File: config.mk
export PLATFORM = sky130hd
export DESIGN_NAME = stoch2bin_uni
export DESIGN_NICKNAME = d
export VERILOG_FILES = /design/src/rtl/stoch2bin_uni.sv
export SDC_FILE = /design/constraint.sdc
export NUM_CORES = 1
export LEC_CHECK = 0
export CAP_MARGIN = 20
export CORE_MARGIN = 1
export CORE_UTILIZATION = 60
export CTS_CLUSTER_SIZE = 28
export DETAILED_ROUTE_END_ITERATION = 8
export DONT_BUFFER_PORTS = 1
export PLACE_DENSITY = 0.77
export SYNTH_ARGS = -nofsm -noshare
export SYNTH_HDL_FRONTEND = slang
export SYNTH_SLANG_ARGS = --single-unit
File: constraint.sdc
create_clock -name iClk -period 1.6 [get_ports iClk]
set_input_delay 0.48 -clock iClk [delete_from_list [all_inputs] [get_ports iClk]]
set_output_delay 0.48 -clock iClk [all_outputs]
set_load 0.01 [all_outputs]
File: src/rtl/stoch2bin_uni.sv
// rtl/stoch2bin_uni.sv - unipolar stochastic-to-binary converter over a 2^BITWIDTH sample window
// Optional macro STOCH2BIN_SAT_EN: saturate an all-ones window to 2^BITWIDTH-1 instead of wrapping to 0.
module stoch2bin_uni #(
  parameter int BITWIDTH = 8
) (
  input  logic                iClk,
  input  logic                iRstN,
  input  logic                iStart,
  input  logic                iClr,
  input  logic                iBitEn,
  input  logic                iBit,
  output logic                oBusy,
  output logic                oValid,
  output logic [BITWIDTH-1:0] oVal
);

  typedef enum logic [1:0] {
    S_IDLE  = 2'd0,
    S_COUNT = 2'd1,
    S_DONE  = 2'd2
  } state_t;

  localparam logic [BITWIDTH-1:0] WIN_ONE  = {{(BITWIDTH-1){1'b0}}, 1'b1};
  localparam logic [BITWIDTH-1:0] WIN_LAST = {BITWIDTH{1'b1}};

  state_t              state_q, state_d;
  logic [BITWIDTH-1:0] win_q, win_d;
  logic [BITWIDTH:0]   ones_q, ones_d;
  logic [BITWIDTH-1:0] val_q, val_d;
  logic                valid_q, valid_d;

  logic                sample;
  logic                last_sample;
  logic [BITWIDTH:0]   ones_inc;
  logic [BITWIDTH-1:0] result;

  assign sample      = (state_q == S_COUNT) && iBitEn;
  assign last_sample = sample && (win_q == WIN_LAST);
  assign ones_inc    = ones_q + {{BITWIDTH{1'b0}}, iBit};

  // Only the all-ones window sets the top bit of the count.
`ifdef STOCH2BIN_SAT_EN
  assign result = ones_inc[BITWIDTH] ? {BITWIDTH{1'b1}} : ones_inc[BITWIDTH-1:0];
`else
  assign result = ones_inc[BITWIDTH-1:0];
`endif

  always_ff @(posedge iClk or negedge iRstN) begin
    if (!iRstN) begin
      state_q <= S_IDLE;
    end else begin
      state_q <= state_d;
    end
  end

  always_comb begin
    state_d = state_q;
    if (iClr) begin
      state_d = S_IDLE;
    end else begin
      case (state_q)
        S_IDLE:  if (iStart) state_d = S_COUNT;
        S_COUNT: if (last_sample) state_d = S_DONE;
        S_DONE:  state_d = iStart ? S_COUNT : S_IDLE;
        default: state_d = S_IDLE;
      endcase
    end
  end

  always_comb begin
    oBusy  = (state_q == S_COUNT);
    oValid = valid_q;
    oVal   = val_q;
  end

  always_comb begin
    win_d   = win_q;
    ones_d  = ones_q;
    val_d   = val_q;
    valid_d = 1'b0;
    if (iClr) begin
      win_d  = '0;
      ones_d = '0;
      val_d  = '0;
    end else if (state_q != S_COUNT) begin
      win_d  = '0;
      ones_d = '0;
    end else if (sample) begin
      win_d = win_q + WIN_ONE;
      if (last_sample) begin
        ones_d  = '0;
        val_d   = result;
        valid_d = 1'b1;
      end else begin
        ones_d = ones_inc;
      end
    end
  end

  always_ff @(posedge iClk or negedge iRstN) begin
    if (!iRstN) begin
      win_q   <= '0;
      ones_q  <= '0;
      val_q   <= '0;
      valid_q <= 1'b0;
    end else begin
      win_q   <= win_d;
      ones_q  <= ones_d;
      val_q   <= val_d;
      valid_q <= valid_d;
    end
  end

endmodule
==> impl_results.md, run 1 <==
- Yosys cell types: 31
- CP Launch Type: flip-flop
- Mean Syn Cell Area: 10.78 um2
- Mapped Cells: 117
- Core Area: 1962 um2
- Power Density: 728.6 nW/um2
- CTS tree: yes
- Area leader, netlist: dfrtp_1
- Status: finished, final reports clean
- Via/cell ratio: 6.026
- Setup TNS: 0 ns
- Synth warn: 0
- Fillers: 148
- Detail Route Antenna Nets: 0
- Setup Viol. Count Final: 0
- Clock root buffer: clkbuf_4
- Die Area: 2289 um2
- Netlist Area Pre-Place: 1261 um2
- Cell Rows: 16
- Die height: 47.85 um
- Vias in the first global route: 842
- Worst Setup End Kind: flip-flop
- Total global routing track utilization: 23.64%
- Share of the synthesized area in the top cell type: 53.57%
- Clk pin slew, worst setup/hold paths: 0.14 ns
- I/O Pins: 16
- Largest net degree at the start of global routing: 28
- Util after Layout: 73.34%
- Starting Density: 64.29%
- Worst Hold Class: primary input to flip-flop
- Total number of vias: 934
- N_diodes: 0
- Period Utilization, post-route: 96.45%
- Final #Nets: 138
- Port bufs: 0
- Max-slew headroom: 70.39%
- Place WS: -0.08540 ns
- Die Wd: 47.85 um
- Setup WS post-layout: 0.05680 ns
- Register area share after synthesis: 53.57%
- Pins Over Slew Limit: 0
- Final min period: 1.543 ns
- Clock Path Buffers: 2
- Worst-path maximum fanout: 3
- # H-tree levels: 1
- #FFs+latches synth: 27
- Net Count, Synth: 126
- CTS Buf Count: 3
- DR iter-0 viols: 14
- # Max-Cap Violations: 0
- Worst skew pair latency: 0.31 ns
- DRT Wirelength: 2543 um
- LEAKAGE: 0.0006449 uW
- Hold Violations, Final: 0
- WP data required: 1.81 ns
- Gpl congestion: 0.7882
- Clock sink total: 27
- 1st-pass router iterations: 4
- Area Growth Syn to Fin: 14.09%
- Critical path class: flip-flop to flip-flop
- Residual DRC: 0
- First-pass GRT wire length: 3760 um
- Fmax: 648.0 MHz
- Share of layout cells above drive strength 1: 19.53%
- Slew @ Worst Pin: 0.4442 ns
- Initial antenna violation count: 0
- WP data arrival: 1.75 ns
- Drt wl/cell: 16.41 um
- Clock skew: 0.003428 ns
- Peak VDD IR: 0.0006364 V
- Top cells by area, synth: dfrtp_1 54%, a22o_1 5.6%, xnor2_1 4.2%
- Dpl hpwl: 1737 um
- Remaining Overflow, GRT: 0
[through the flow]
step                hold WS, ns  total power [uW]  area [um2]  instances
floorplan                0.1844             738.5        1261        117
global placement         0.1849             748.0        1334        148
detailed placement       0.1850             749.4        1334        148
CTS                      0.2078              1050        1394        154
global route             0.1939              1088        1439        155
finish                   0.2094              1048        1439        155
[sequential cells by signal, summed over array words and instances (netlist names)]
signal / flops
state_q: 2
win_q: 8
oValid: 1
ones_q: 8
oVal: 8
[kinds of logic after synthesis]
family	synth area share, %
AND/OR/NAND/NOR	17.06
flip-flops	53.57
AO/OA/AOI/OAI	14.39
XOR/XNOR	8.333
buffers and inverters	2.877
adder cells (fa/ha/maj)	2.977
multiplexers	0.7937
[routing by layer]
layer / vias up / part of all wire [%] / GRT usage (%)
met5: - / 0 / 0
met4: 0 / 0.98 / 6.667
met3: 4 / 2.3 / 3.396
met2: 15 / 53 / 42.43
met1: 470 / 44 / 29.43
li1: 445 / - / -
[power breakdown]
part,switching [uW],internal [uW],total (uW)
sequential,3.87,687,691
clock,189,97.4,286
combinational,40.9,30.5,71.4
total,233,815,1050
[critical path: stages, from the launching register on]
cell,delay (ns)
dfrtp_1,0.39
ha_1,0.20
nand2_2,0.09
buf_4,0.15
or3_1,0.39
nand3_1,0.12
o21ai_0,0.09
[cells in the final DEF (no fill, tap or decap), drive strengths merged]
cell type,count
xor2,6
ha,3
dlygate4sd3,1
o311a,1
buf,11
mux2i,1
nand3,3
a41oi,2
xnor2,6
a21oi,4
or3b,1
inv,2
and3,1
or3,2
or2b,1
nor3,1
nor3b,2
nor2b,2
o2bb2ai,2
clkbuf,4
nand2b,1
a22o,8
and4,1
nand2,12
dfrtp,27
o21ai,3
a31oi,5
nor2,11
nand4,4
[synthesized netlist by cell type (all sizes together)]
cell type / count
xnor2: 6
dfrtp: 27
nand2b: 1
ha: 3
nor2: 11
a31oi: 5
a41oi: 2
buf: 3
and4: 1
nand3: 3
o21ai: 3
nor2b: 2
and3: 1
a22o: 8
nand2: 12
inv: 2
nor3b: 2
or2b: 1
mux2i: 1
nand4: 4
xor2: 6
o311a: 1
a21oi: 4
clkbuf: 2
o2bb2ai: 2
or3: 2
or3b: 1
nor3: 1
[area by class of cell]
cell class              count  area [um2]  area share (%)
multi-input cells          83       590.6           41.04
inverters                   2       7.507          0.5217
clock buffers               4       26.28           1.826
well taps                  27       33.78           2.348
flip-flops and latches     27       675.6           46.96
repair buffers             12       105.1           7.304
[worst paths after layout]
path	endpoint	from	cells past startpoint	slack, ns
min in group asynchronous	oVal[0]$_DFFE_PN0P_	iRstN	2	0.57
max in group asynchronous	ones_q[3]$_DFFE_PN0P_	iRstN	2	0.89
worst min-delay path	state_q[0]$_DFFE_PN0P_	iClr	1	0.21
worst min register to register	ones_q[0]$_DFFE_PN0P_	ones_q[0]$_DFFE_PN0P_	1	0.54
worst max register to register	ones_q[6]$_DFFE_PN0P_	win_q[0]$_DFFE_PN0P_	6	0.06
worst max-delay path	ones_q[6]$_DFFE_PN0P_	win_q[0]$_DFFE_PN0P_	6	0.06
[repair_timing]
action,in CTS,in global routing
hold endpoints to repair,27,0
resized for setup,1,8
setup buffers,0,1
pin swaps,0,1
endpoints found under the setup margin,9,10
hold buffers,2,0
(Power assumes the default switching activity.)
==> inputs of run 2 (changes only) <==
--- a/config.mk
+++ b/config.mk
@@ -12,6 +12,7 @@
 export DETAILED_ROUTE_END_ITERATION = 8
 export DONT_BUFFER_PORTS = 1
 export PLACE_DENSITY = 0.77
+export RECOVER_POWER = 50
 export SYNTH_ARGS = -nofsm -noshare
 export SYNTH_HDL_FRONTEND = slang
 export SYNTH_SLANG_ARGS = --single-unit
==> run 2 against run 1 <==
Net effect:
- highest routed layer unchanged
- via count rose by 1.2%
- sequential share of layout area grew 0.50 points
- cell area is 1.0% lower
- non-clock buffer count unchanged
==> impl_results.md, run 2 (synthesis results as in run 1) <==
- Commonest non-fill, non-tap cell in the layout: dfrtp_1
- Residual DRC: 0 (unchanged)
- Die Area: 2289 um2 (unchanged)
- Period Utilization, post-route: 96.43% (about the same)
- Dpl hpwl: 1737 um (unchanged)
- Final instance count without filler cells: 155 (unchanged)
- Hold Violations, Final: 0 (unchanged)
- DRT Wirelength: 2555 um (+0.47%)
- Post-Place Cell Area: 1334 um2 (unchanged)
- Gpl congestion: 0.7882 (unchanged)
- WP data arrival: 1.75 ns (about the same)
- Peak VDD IR: 0.0006358 V (about the same)
- N_diodes: 0 (unchanged)
- Worst Hold Class: primary input to flip-flop
- Area Growth Syn to Fin: 12.90%
- Slew @ Worst Pin: 0.6552 ns (+0.2111 ns)
- Vias in the first global route: 842 (unchanged)
- Post-route cell area: 1424 um2 (-1.0%)
- Share of layout cells above drive strength 1: 19.53% (unchanged)
- Post-placement cell count: 148 (unchanged)
- First-pass GRT wire length: 3760 um (unchanged)
- Clock Path Buffers: 2 (unchanged)
- Worst-path maximum fanout: 3 (unchanged)
- Util after Layout: 72.58% (-0.77 points)
- I/O Pins: 16 (unchanged)
- Clk pin slew, worst setup/hold paths: 0.14 ns (about the same)
- 1st-pass router iterations: 4 (unchanged)
- Critical-path top delay cell: dfrtp_1
- WP data required: 1.81 ns (about the same)
- Final #Nets: 138 (unchanged)
- DR iter-0 viols: 15 (+1)
- Hold Slack: 0.2090 ns (-0.0003760 ns)
- Critical path class: flip-flop to flip-flop
- R2R setup slack: 0.06 ns (about the same)
- Design Power: 1044 uW (-0.43%)
- Clock root buffer: clkbuf_4
- Status: finished, final reports clean
- CP cell instances: ha_1 -> nand2_2 -> buf_4 -> or3_1 -> nand3_1 -> o21ai_0
- Die Wd: 47.85 um (unchanged)
- Crit path max-delay family: simple AND/OR/NAND/NOR gates
- Core Area: 1962 um2 (unchanged)
- CTS tree: yes
- Pins Over Slew Limit: 0 (unchanged)
- CTS Buf Count: 3 (unchanged)
- Drt wl/cell: 16.48 um (+0.47%)
- Clock skew: 0.002710 ns (-0.0007183 ns)
- Critical Path Max Stage Delay: 0.39 ns (about the same)
- Final min period: 1.543 ns (-0.0002655 ns)
- Port bufs: 0 (unchanged)
- Total number of vias: 945 (+1.2%)
- Via/cell ratio: 6.097 (+1.2%)
- Bufs and invs on worst path: 1 (unchanged)
- Worst skew pair latency: 0.31 ns (about the same)
- Cell Rows: 16 (unchanged)
- Largest net degree at the start of global routing: 28 (unchanged)
- Power Density: 733.1 nW/um2 (+0.62%)
- Clock sink total: 27 (unchanged)
- Total global routing track utilization: 23.64% (unchanged)
- Setup Viol. Count Final: 0 (unchanged)
- # Max-Cap Violations: 0 (unchanged)
- Remaining Overflow, GRT: 0 (unchanged)
- CP Launch Type: flip-flop
- Die height: 47.85 um (unchanged)
- Worst Setup End Kind: flip-flop
- LEAKAGE: 0.0006397 uW (-0.81%)
- Max-slew headroom: 56.32% (-14 points)
- Initial antenna violation count: 0 (unchanged)
- # H-tree levels: 1 (unchanged)
- Detail Route Antenna Nets: 0 (unchanged)
- Most frequent cells in the layout: 27 x dfrtp_1, 11 x nand2_1, 11 x nor2_1
- Starting Density: 64.29% (unchanged)
- Fmax: 648.1 MHz (about the same)
[run 2: cell type report]
cell class | instances | area [um2]
fill | 150 | 538.0
sequential | 27 | 675.6
clock buffer | 4 | 26.28
timing repair buffer | 12 | 90.09
inverter | 2 | 7.507
multi-input combinational | 83 | 590.6
tap | 27 | 33.78
[run 2: through the flow]
stage	setup slack, ns	TNS (ns)
2_1_floorplan	0.1052	0
3_3_place_gp	-0.01154	-0.04268
3_5_place_dp	-0.08540	-0.4394
4_1_cts	0.003248	0
5_1_grt	-0.01566	-0.03084
6_report	0.05706	0
[run 2: per-layer routing]
metal,GRT usage (%),vias up,part of all wire [%],wire length (um)
li1,-,443,-,-
met1,29.43,473,43,1088
met2,42.43,25,54,1369
met3,3.396,4,2.8,72
met4,6.667,0,0.98,25
met5,0,-,0,0
[run 2: timing repair]
action | 4_1_cts | 5_1_grt
cloned | 0 | 0
endpoints found under the hold margin | 27 | 0
setup endpoints to repair | 9 | 10
hold buffers | 2 | 0
setup buffers | 0 | 1
gates resized for setup | 1 | 8
pin swaps | 0 | 1
[run 2: power breakdown]
group	internal [uW]	total, uW	switching [uW]
clock	97.4	286	189
sequential	687	691	3.89
combinational	26.3	66.7	40.4
total	811	1040	233
[run 2: path summary, 6_finish.rpt]
kind                       cells past startpoint                  start                      to
max reg2reg                                    6   win_q[0]$_DFFE_PN0P_   ones_q[6]$_DFFE_PN0P_
min                                            1                   iClr  state_q[0]$_DFFE_PN0P_
max in group asynchronous                      2                  iRstN  state_q[0]$_DFFE_PN0P_
min reg2reg                                    1  ones_q[0]$_DFFE_PN0P_   ones_q[0]$_DFFE_PN0P_
max                                            6   win_q[0]$_DFFE_PN0P_   ones_q[6]$_DFFE_PN0P_
min in group asynchronous                      2                  iRstN   ones_q[7]$_DFFE_PN0P_
